===== src/rtl/systolic_defs_pkg.sv =====
// Shared definitions for the weight-stationary systolic array: data widths,
// PE control encodings and the input feeder state encoding.
package systolic_defs;

  localparam int DEFAULT_WORD_WIDTH = 8;
  localparam int PSUM_MULT          = 4;
  localparam int DEFAULT_PSUM_WIDTH = PSUM_MULT * DEFAULT_WORD_WIDTH;

  localparam logic [1:0] CTRL_IDLE    = 2'b00;
  localparam logic [1:0] CTRL_LOAD    = 2'b01;
  localparam logic [1:0] CTRL_COMPUTE = 2'b10;

  typedef enum logic [1:0] {
    ST_IDLE    = 2'd0,
    ST_LOAD    = 2'd1,
    ST_COMPUTE = 2'd2,
    ST_DRAIN   = 2'd3
  } feeder_state_e;

endpackage


===== src/rtl/skew_delay_line.sv =====
// Fixed-depth register delay line used to skew one activation lane.
// DEPTH=0 degenerates to a plain wire.
module skew_delay_line #(
  parameter int WIDTH = 1,
  parameter int DEPTH = 0
) (
  input  logic             clk,
  input  logic             reset_n,
  input  logic [WIDTH-1:0] d,
  output logic [WIDTH-1:0] q
);

  if (DEPTH == 0) begin : g_wire
    logic unused_clk_rst;
    assign unused_clk_rst = clk | reset_n;
    assign q = d;
  end else begin : g_pipe
    logic [WIDTH-1:0] stage_q [DEPTH];

    // NOTE: every stage is reset, not just the last one, so a reset mid-tile
    // cannot leak stale activations onto the array edge a few cycles later.
    always_ff @(posedge clk or negedge reset_n) begin
      if (!reset_n) begin
        for (int i = 0; i < DEPTH; i++) stage_q[i] <= '0;
      end else begin
        stage_q[0] <= d;
        for (int i = 1; i < DEPTH; i++) stage_q[i] <= stage_q[i-1];
      end
    end

    assign q = stage_q[DEPTH-1];
  end

endmodule


===== src/rtl/systolic_input_feeder.sv =====
// Input feeder for the systolic array: loads weights, streams skewed activations,
// drains the array and pulses done. FEEDER_STALL_CNT_EN adds a stall_count port.
module systolic_input_feeder
  import systolic_defs::*;
#(
  parameter int WORD_WIDTH = DEFAULT_WORD_WIDTH,
  parameter int ROWS       = 4,
  parameter int COLS       = 4,
  parameter int CNT_WIDTH  = 16
) (
  input  logic                                 clk,
  input  logic                                 reset_n,
  input  logic                                 start,
  input  logic [CNT_WIDTH-1:0]                 vec_count,
  input  logic                                 w_valid,
  output logic                                 w_ready,
  input  logic [COLS*WORD_WIDTH-1:0]           w_data,
  input  logic                                 x_valid,
  output logic                                 x_ready,
  input  logic [ROWS*WORD_WIDTH-1:0]           x_data,
  output logic [1:0]                           control_out,
  output logic [COLS*PSUM_MULT*WORD_WIDTH-1:0] d_top,
  output logic [ROWS*WORD_WIDTH-1:0]           a_left,
  output logic [ROWS-1:0]                      a_valid,
  output logic                                 busy,
`ifdef FEEDER_STALL_CNT_EN
  output logic [31:0]                          stall_count,
`endif
  output logic                                 done
);

  localparam int PSUM_WIDTH = PSUM_MULT * WORD_WIDTH;
  localparam logic [CNT_WIDTH-1:0] LAST_BEAT  = CNT_WIDTH'(ROWS - 1);
  localparam logic [CNT_WIDTH-1:0] LAST_DRAIN = CNT_WIDTH'(ROWS + COLS - 2);

  feeder_state_e state_q, state_d;
  logic [CNT_WIDTH-1:0] vec_total_q, vec_total_d;
  // One counter serves as beat index, vector index and drain index in turn.
  logic [CNT_WIDTH-1:0] cnt_q, cnt_d;
  logic start_ok, w_beat, x_beat, tile_end;
  logic [1:0] ctrl_d;
  logic [COLS*PSUM_WIDTH-1:0] d_top_d;
  logic [ROWS*WORD_WIDTH-1:0] a_stage_q;
  logic [ROWS-1:0] v_stage_q;

  // The done cycle already shows IDLE, but a start seen there still belongs
  // to the finished tile and is dropped.
  assign start_ok = (state_q == ST_IDLE) && start && !done;
  assign w_beat   = (state_q == ST_LOAD) && w_valid;
  assign x_beat   = (state_q == ST_COMPUTE) && x_valid;

  // NOTE: state and counters use non-blocking assignments so every register
  // samples the pre-edge values, independent of block ordering.
  always_ff @(posedge clk or negedge reset_n) begin
    if (!reset_n) begin
      state_q     <= ST_IDLE;
      cnt_q       <= '0;
      vec_total_q <= '0;
    end else begin
      state_q     <= state_d;
      cnt_q       <= cnt_d;
      vec_total_q <= vec_total_d;
    end
  end

  // NOTE: all outputs of this block get a default first, so no path can
  // leave one unassigned and infer a latch.
  always_comb begin
    state_d     = state_q;
    cnt_d       = cnt_q;
    vec_total_d = vec_total_q;
    tile_end    = 1'b0;
    ctrl_d      = CTRL_IDLE;
    unique case (state_q)
      ST_IDLE: begin
        if (start_ok) begin
          state_d     = ST_LOAD;
          cnt_d       = '0;
          vec_total_d = vec_count;
        end
      end
      ST_LOAD: begin
        if (w_beat) begin
          ctrl_d = CTRL_LOAD;
          cnt_d  = cnt_q + 1'b1;
          if (cnt_q == LAST_BEAT) begin
            cnt_d   = '0;
            state_d = (vec_total_q == '0) ? ST_DRAIN : ST_COMPUTE;
          end
        end
      end
      ST_COMPUTE: begin
        ctrl_d = CTRL_COMPUTE;
        if (x_beat) begin
          cnt_d = cnt_q + 1'b1;
          if (cnt_q == vec_total_q - 1'b1) begin
            cnt_d   = '0;
            state_d = ST_DRAIN;
          end
        end
      end
      ST_DRAIN: begin
        ctrl_d = CTRL_COMPUTE;
        cnt_d  = cnt_q + 1'b1;
        if (cnt_q == LAST_DRAIN) begin
          cnt_d    = '0;
          state_d  = ST_IDLE;
          tile_end = 1'b1;
        end
      end
      default: state_d = ST_IDLE;
    endcase
  end

  always_comb begin
    d_top_d = '0;
    if (w_beat) begin
      for (int c = 0; c < COLS; c++) begin
        d_top_d[c*PSUM_WIDTH +: PSUM_WIDTH] = PSUM_WIDTH'(w_data[c*WORD_WIDTH +: WORD_WIDTH]);
      end
    end
  end

  always_ff @(posedge clk or negedge reset_n) begin
    if (!reset_n) begin
      control_out <= CTRL_IDLE;
      d_top       <= '0;
      w_ready     <= 1'b0;
      x_ready     <= 1'b0;
      busy        <= 1'b0;
      done        <= 1'b0;
      a_stage_q   <= '0;
      v_stage_q   <= '0;
    end else begin
      control_out <= ctrl_d;
      d_top       <= d_top_d;
      w_ready     <= (state_d == ST_LOAD);
      x_ready     <= (state_d == ST_COMPUTE);
      busy        <= (state_d != ST_IDLE);
      done        <= tile_end;
      a_stage_q   <= x_beat ? x_data : '0;
      v_stage_q   <= {ROWS{x_beat}};
    end
  end

  // Row r sits r extra registers behind row 0 to form the diagonal wavefront.
  for (genvar r = 0; r < ROWS; r++) begin : g_row
    logic [WORD_WIDTH:0] line_q;

    skew_delay_line #(
      .WIDTH(WORD_WIDTH + 1),
      .DEPTH(r)
    ) u_skew (
      .clk    (clk),
      .reset_n(reset_n),
      .d      ({v_stage_q[r], a_stage_q[r*WORD_WIDTH +: WORD_WIDTH]}),
      .q      (line_q)
    );

    assign a_left[r*WORD_WIDTH +: WORD_WIDTH] = line_q[WORD_WIDTH-1:0];
    assign a_valid[r] = line_q[WORD_WIDTH];
  end

`ifdef FEEDER_STALL_CNT_EN
  always_ff @(posedge clk or negedge reset_n) begin
    if (!reset_n) begin
      stall_count <= '0;
    end else if (start_ok) begin
      stall_count <= '0;
    end else if ((state_q == ST_LOAD && !w_valid) || (state_q == ST_COMPUTE && !x_valid)) begin
      stall_count <= stall_count + 1'b1;
    end
  end
`endif

endmodule


===== config.mk =====
export PLATFORM = sky130hd
export DESIGN_NAME = systolic_input_feeder
export DESIGN_NICKNAME = d
export VERILOG_FILES = /design/src/rtl/systolic_defs_pkg.sv /design/src/rtl/skew_delay_line.sv /design/src/rtl/systolic_input_feeder.sv
export SDC_FILE = /design/constraint.sdc
export NUM_CORES = 1
export LEC_CHECK = 0
export CORE_ASPECT_RATIO = 1.75
export CORE_MARGIN = 4
export CORE_UTILIZATION = 48
export DETAILED_ROUTE_END_ITERATION = 12
export PLACE_DENSITY = 0.95
export SKIP_CTS_REPAIR_TIMING = 1
export SYNTH_ARGS = -nofsm -noshare
export SYNTH_HDL_FRONTEND = slang
export SYNTH_SLANG_ARGS = --single-unit

===== constraint.sdc =====
create_clock -name clk -period 5.5 [get_ports clk]
set_clock_uncertainty 0.15 [all_clocks]
set_input_delay 1.1 -clock clk [delete_from_list [all_inputs] [get_ports clk]]
set_output_delay 1.1 -clock clk [all_outputs]
set_load 0.01 [all_outputs]

# Yosys cells after proc, flatten, opt, wreduce, memory -nomap -nowiden
# Index checks and enable logic that the tools add are counted.
# totals
reg_bits	231
latchBits	0
ram_bits	0
rom_bits	0
in_bits	85
out_inout_bits	170
word_cells	62
mem_count	0
# op_classes
add_sub_neg	2
mul	0
n_div	0
n_lt_le_gt_ge	0
eq_ne	11
shifts	0
n_mux	21
n_bitwise	0
reduce_logical	11
# op_table
cell	count
$mux 104	1
$mux 16	6
$pmux 16 s4	1
$mux 32	1
$add 16x1->16 const B	1
$eq 16x16->1	1
$eq 16x2->1 const B	1
$eq 16x3->1 const B	1
$logic_not 16->1	1
$sub 16x1->16 const B	1
$mux 2	6
$pmux 2 s4	1
$eq 2x2->1 const B	3
$ne 2x2->1 const B	3
$eq 2x1->1 const B	2
$logic_and 1x1->1	4
$mux 1	4
$pmux 2 s2	1
$reduce_and 3->1	1
$logic_not 2->1	1
$reduce_and 2->1	1
$reduce_bool 2->1	1
$reduce_or 2->1	1
$logic_not 1->1	1

# Longest topological paths before layout
# logic_depth
depth_word	6
mapped_depth	12
mapped_depth_nobuf	10

# By module
# A second synthesis with hierarchy kept.
# hier_totals
cells_unflattened	570
hier_area_um2	6789.0
# modules_own_cells
mod	instances	cells_per_inst	area_each_um2	seq_area_each_um2
systolic_input_feeder	1	489	5235.0	2627.5
skew_delay_line (g_row[3].u_skew)	1	36	743.2	675.6
skew_delay_line (g_row[2].u_skew)	1	27	518.0	450.4
skew_delay_line (g_row[1].u_skew)	1	9	225.2	225.2
skew_delay_line (g_row[0].u_skew)	1	9	67.6	0.0

# Least setup slack after synthesis
# No wires, ideal clock.
# synth_path
kind	register to register
start	register vec_total_q[0]
end	register cnt_q[10]
setup_ns	0.126
arrival_time_ns	2.787
required_time_ns	5.224
slack_ns	2.437
stages_incl_launch_ff	13
n_path_buf	3
period_less_slack_ns	3.063
path_cell_list	dfrtp_1 -> clkbuf_1 -> inv_1 -> ha_1 -> buf_2 -> or3b_1 -> or4_1 -> a211oi_1 -> nor4b_1 -> nand4_1 -> a21oi_2 -> buf_6 -> a21oi_1
# synth_via
elab_chain_len	5
# synth_rtl
item	line	rtl
from (decl)	systolic_input_feeder.sv:37	logic [CNT_WIDTH-1:0] vec_total_q, vec_total_d;
from (signal assigned)	systolic_input_feeder.sv:62	vec_total_q <= vec_total_d;
$sub 16x1->16	systolic_input_feeder.sv:96	if (cnt_q == vec_total_q - 1'b1) begin
$eq 16x16->1	systolic_input_feeder.sv:96	
$mux 16	systolic_input_feeder.sv:96	
$mux 16	systolic_input_feeder.sv:94	if (x_beat) begin
$pmux 16 s4	systolic_input_feeder.sv:74	unique case (state_q)
to (signal assigned)	systolic_input_feeder.sv:61	cnt_q <= cnt_d;
to (decl)	systolic_input_feeder.sv:39	logic [CNT_WIDTH-1:0] cnt_q, cnt_d;
# Every way passes these cells. The select of a mux whose other input is x is not followed.
# A chain may end at the register's enable or synchronous reset.

# Worst setup path in the final report
# layout_path
start	register vec_total_q[0]
end	register cnt_q[11]
# The elaborated chain is that of the path after synthesis.

==> flow_metrics.py <==
metrics = {
    "detailed_routing": {
        "drc": 0,
        "routed_wire_length_per_instance_um": 16.9,
        "num_vias": 4548,
        "ant_nets": 0,
        "routed_wirelength_um": 15500,
        "dr.pass1.iters": 5,
        "viasPerCell": 4.95,
        "first_iter_violations": 232,
    },
    "die": {
        "die_h_um": 167,
        "fp-row-count": 57,
        "dieArea_mm2": 0.0164,
        "die_w_um": 98.6,
        "ios": 255,
        "initial_core_util_pct": 49.4,
        "core_region_area_mm2": 0.0140,
    },
    "yosys": {
        "yosysTopAreaCellShare_pct": 56.6,
        "syn_area_mm2": 0.00690,
        "yosys.area.top_type": "dfrtp_1",
        "ys_top_cells_by_area": "dfrtp_1 57%, buf_4 13%, and3_1 3.4%, and2_1 3.0%, mux2_2 2.4%",
        "ys_seq_area_share_pct": 56.6,
        "netlist_instances": 608,
        "syn_avg_cell_area_um2": 11.4,
        "ys_warn_count": 0,
        "synth_async_sr_flop_share_pct": 100,
        "ys_types": 52,
        "synth_flop_cell": "dfrtp_1",
        "synth-edff-count": 0,
        "synth_seq_cells": 156,
    },
    "power": {
        "seqPwrFrac_pct": 42.0,
        "p_comb_share_pct": 24.3,
        "ir_drop_uv": 265,
        "leakagePower_nw": 4.13,
        "swShare_pct": 32.7,
        "p_int_mw": 2.47,
        "p_per_area_mw_per_mm2": 423,
        "clockPowerShare_pct": 33.7,
        "power_switching_mw": 1.20,
    },
    "placement": {
        "dpl_cell_area_mm2": 0.00803,
        "place.gp.congestion": 0.953,
        "io_buffers": 158,
        "dpl.hpwl_um": 11600,
    },
    "worst_setup_path": {
        "crit_type": "flop to flop",
        "worstSetupEndpointType": "flop",
        "critPathSlowestCell": "a21oi_2",
        "worstPathCellList": "inv_1 -> ha_1 -> or3b_1 -> or4_1 -> a211oi_1 -> nor4b_1 -> nand4_1 -> a21oi_2 -> a21oi_1",
        "arrival_ns": 3.77,
        "r2r.worst_path.cells": 9,
        "slowest_delay_ns": 0.55,
        "worstPathRequired_ns": 5.61,
        "cp_max_fo": 13,
        "worstSetupStartpointType": "flop",
    },
    "clocking": {
        "clk_pin_slew_ns": 0.07,
        "tritoncts": "done",
        "clock_tree.buffer_depth": 2,
        "cts_made_buffers": 17,
        "cts.root.buffer_cell": "clkbuf_16",
        "htree_levels": 4,
        "cts_sinks": 156,
        "clock_latency_ns": 0.42,
    },
    "global_route": {
        "antenna_found_initial": 0,
        "overflow": 0,
        "grt_pass1_vias": 4444,
        "grt_max_degree": 115,
        "grt_usage_pct": 19.1,
        "grt_pass1_wl_um": 24400,
    },
    "final_layout": {
        "fin_nets": 817,
        "fin_util_pct": 62.1,
        "fillCellCount": 1071,
        "drive_gt1_share_pct": 7.68,
        "area_growth_pct": 25.7,
        "multi_input_area_mm2": 0.00225,
        "antennaDiodeCount": 0,
        "ff_latch_area_mm2": 0.00390,
        "fin_area_mm2": 0.00868,
    },
    "outcome": {
        "run_status": "completed",
    },
    "sta": {
        "drv_slew": 0,
        "finalSetupViolCount": 0,
        "fmax_mhz": 273,
        "layout_worst_path_cycle_share_pct": 66.6,
        "relSlewSlack_pct": 33.0,
        "hold_viol_final": 0,
        "grt_setup_unrepaired": "no",
        "min_period_ns": 3.66,
        "tns_ns": 0,
        "worst_pin_slew_ns": 1.00,
    },
    "worst_hold_path": {
        "holdPathStages": 0,
        "min_path_type": "flop to flop",
    },
    "run": {
        "maxCapViolations": 0,
    },
}
==> synthesized netlist by cell type (3+ instances only) <==
cell type	instances
o31ai_1	4
a21oi_1	14
nand4_1	5
a21boi_0	3
and2_1	33
buf_4	123
nand2b_1	4
or3_1	7
dfrtp_1	156
nor3_1	16
nand2_1	22
buf_2	7
clkbuf_1	22
nor2b_1	6
ha_1	3
or4_1	4
nand3_1	12
o21ai_0	9
nor4_1	6
nor2_1	18
xor2_1	11
and3_1	38
mux2_2	15
inv_1	12
xnor2_1	19
a211oi_1	3
a22oi_1	4
nor4b_1	3
==> power groups by stage <==
stage	Sequential (mW)	Clock (mW)	Combinational (mW)
floorplan	1.46	0	0.744
global placement	1.55	0	0.854
detailed placement	1.56	0	0.881
CTS	1.54	1.27	0.886
global route	1.57	1.33	0.988
finish	1.54	1.24	0.892
==> flip-flops by register name (all words and copies together), names as in the netlist <==
| signal | count |
|---|---|
| a_stage_q | 32 |
| busy | 1 |
| cnt_q | 16 |
| control_out | 2 |
| d_top | 32 |
| done | 1 |
| g_row.u_skew.g_pipe.stage_q | 24 |
| g_row.u_skew.q | 27 |
| state_q | 2 |
| v_stage_q | 1 |
| vec_total_q | 16 |
| w_ready | 1 |
| x_ready | 1 |
==> critical path: cells and delay by family (launching register included) <==
family | cells | cell delay [ns]
buffers and inverters | 1 | 0.11
DFF | 1 | 0.48
and+or+nand+nor | 4 | 1.43
adders and majority gates | 1 | 0.32
AOI/OAI and AO/OA | 3 | 1.02
==> layout make-up <==
type | count | share of cell area (%)
clock inverter | 15 | 2.55
tap | 177 | 2.55
inverter | 12 | 0.519
timing repair buffer | 162 | 18.6
sequential | 156 | 45.0
clock buffer | 17 | 4.90
multi-input combinational | 380 | 25.9
==> placed cells by master, fill, tap and decap left out, types with 3 or more instances in the layout <==
cell type	synthesis	final
clkdlybuf4s50_1	0	157
dfrtp_1	156	156
conb_1	1	96
and3_1	38	38
and2_1	33	33
nand2_1	22	22
xnor2_1	19	19
nor2_1	18	18
clkbuf_16	0	17
nor3_1	16	15
mux2_2	15	15
a21oi_1	14	14
inv_1	12	12
nand3_1	12	12
xor2_1	11	11
o21ai_0	9	9
or3_1	7	7
nor4_1	6	6
nor2b_1	6	6
nand4_1	5	5
or4_1	4	4
nand2b_1	4	4
o31ai_1	4	4
a22oi_1	4	4
inv_8	0	4
clkinv_8	0	4
buf_4	123	4
a21boi_0	3	3
a211oi_1	3	3
nor4b_1	3	3
ha_1	3	3
==> logic make-up (layout without fill, tap and decap cells) <==
family | count (synthesis) | after routing | synth area share (%)
other | 1 | 96 | 0.0543
adder cells (fa/ha/maj) | 3 | 3 | 0.544
AO/OA/AOI/OAI | 54 | 54 | 5.22
multiplexers | 16 | 16 | 2.59
flip-flops | 156 | 156 | 56.6
AND/OR/NAND/NOR | 180 | 180 | 14.7
XOR/XNOR | 31 | 31 | 4.15
buffers and inverters | 167 | 206 | 16.1
==> stage by stage <==
step / std cells / worst slack, ns / hold WS, ns / total power, mW
6_report: 919 / 1.84 / 0.198 / 3.67
5_1_grt: 919 / 1.67 / 0.197 / 3.89
4_1_cts: 919 / 1.91 / 0.198 / 3.69
3_5_place_dp: 887 / 1.87 / 0.185 / 2.44
3_3_place_gp: 887 / 1.99 / 0.183 / 2.40
2_1_floorplan: 703 / 2.44 / 0.181 / 2.20
==> metal layers <==
| layer | vias to the layer above | GRT usage (%) | wire [um] | share of wire, % |
|---|---|---|---|---|
| met2 | 238 | 35.9 | 8840 | 57 |
| met3 | 31 | 3.93 | 1030 | 6.6 |
| met1 | 2223 | 20.7 | 5240 | 34 |
| li1 | 2056 | - | - | - |
| met5 | - | 0 | 0 | 0 |
| met4 | 0 | 6.90 | 382 | 2.5 |
==> worst paths after layout <==
kind	startpoint	endpoint	slack, ns
worst max-delay path	vec_total_q[0]	cnt_q[11]	1.84
worst min-delay path	a_stage_q[25]	g_row[3].u_skew.g_pipe.stage_q[19]	0.20
worst max register to register	vec_total_q[0]	cnt_q[11]	1.84
worst min register to register	a_stage_q[25]	g_row[3].u_skew.g_pipe.stage_q[19]	0.20
max in group asynchronous	reset_n	a_stage_q[8]	3.39
min in group asynchronous	reset_n	d_top[96]	0.65
(Power assumes the default switching activity.)
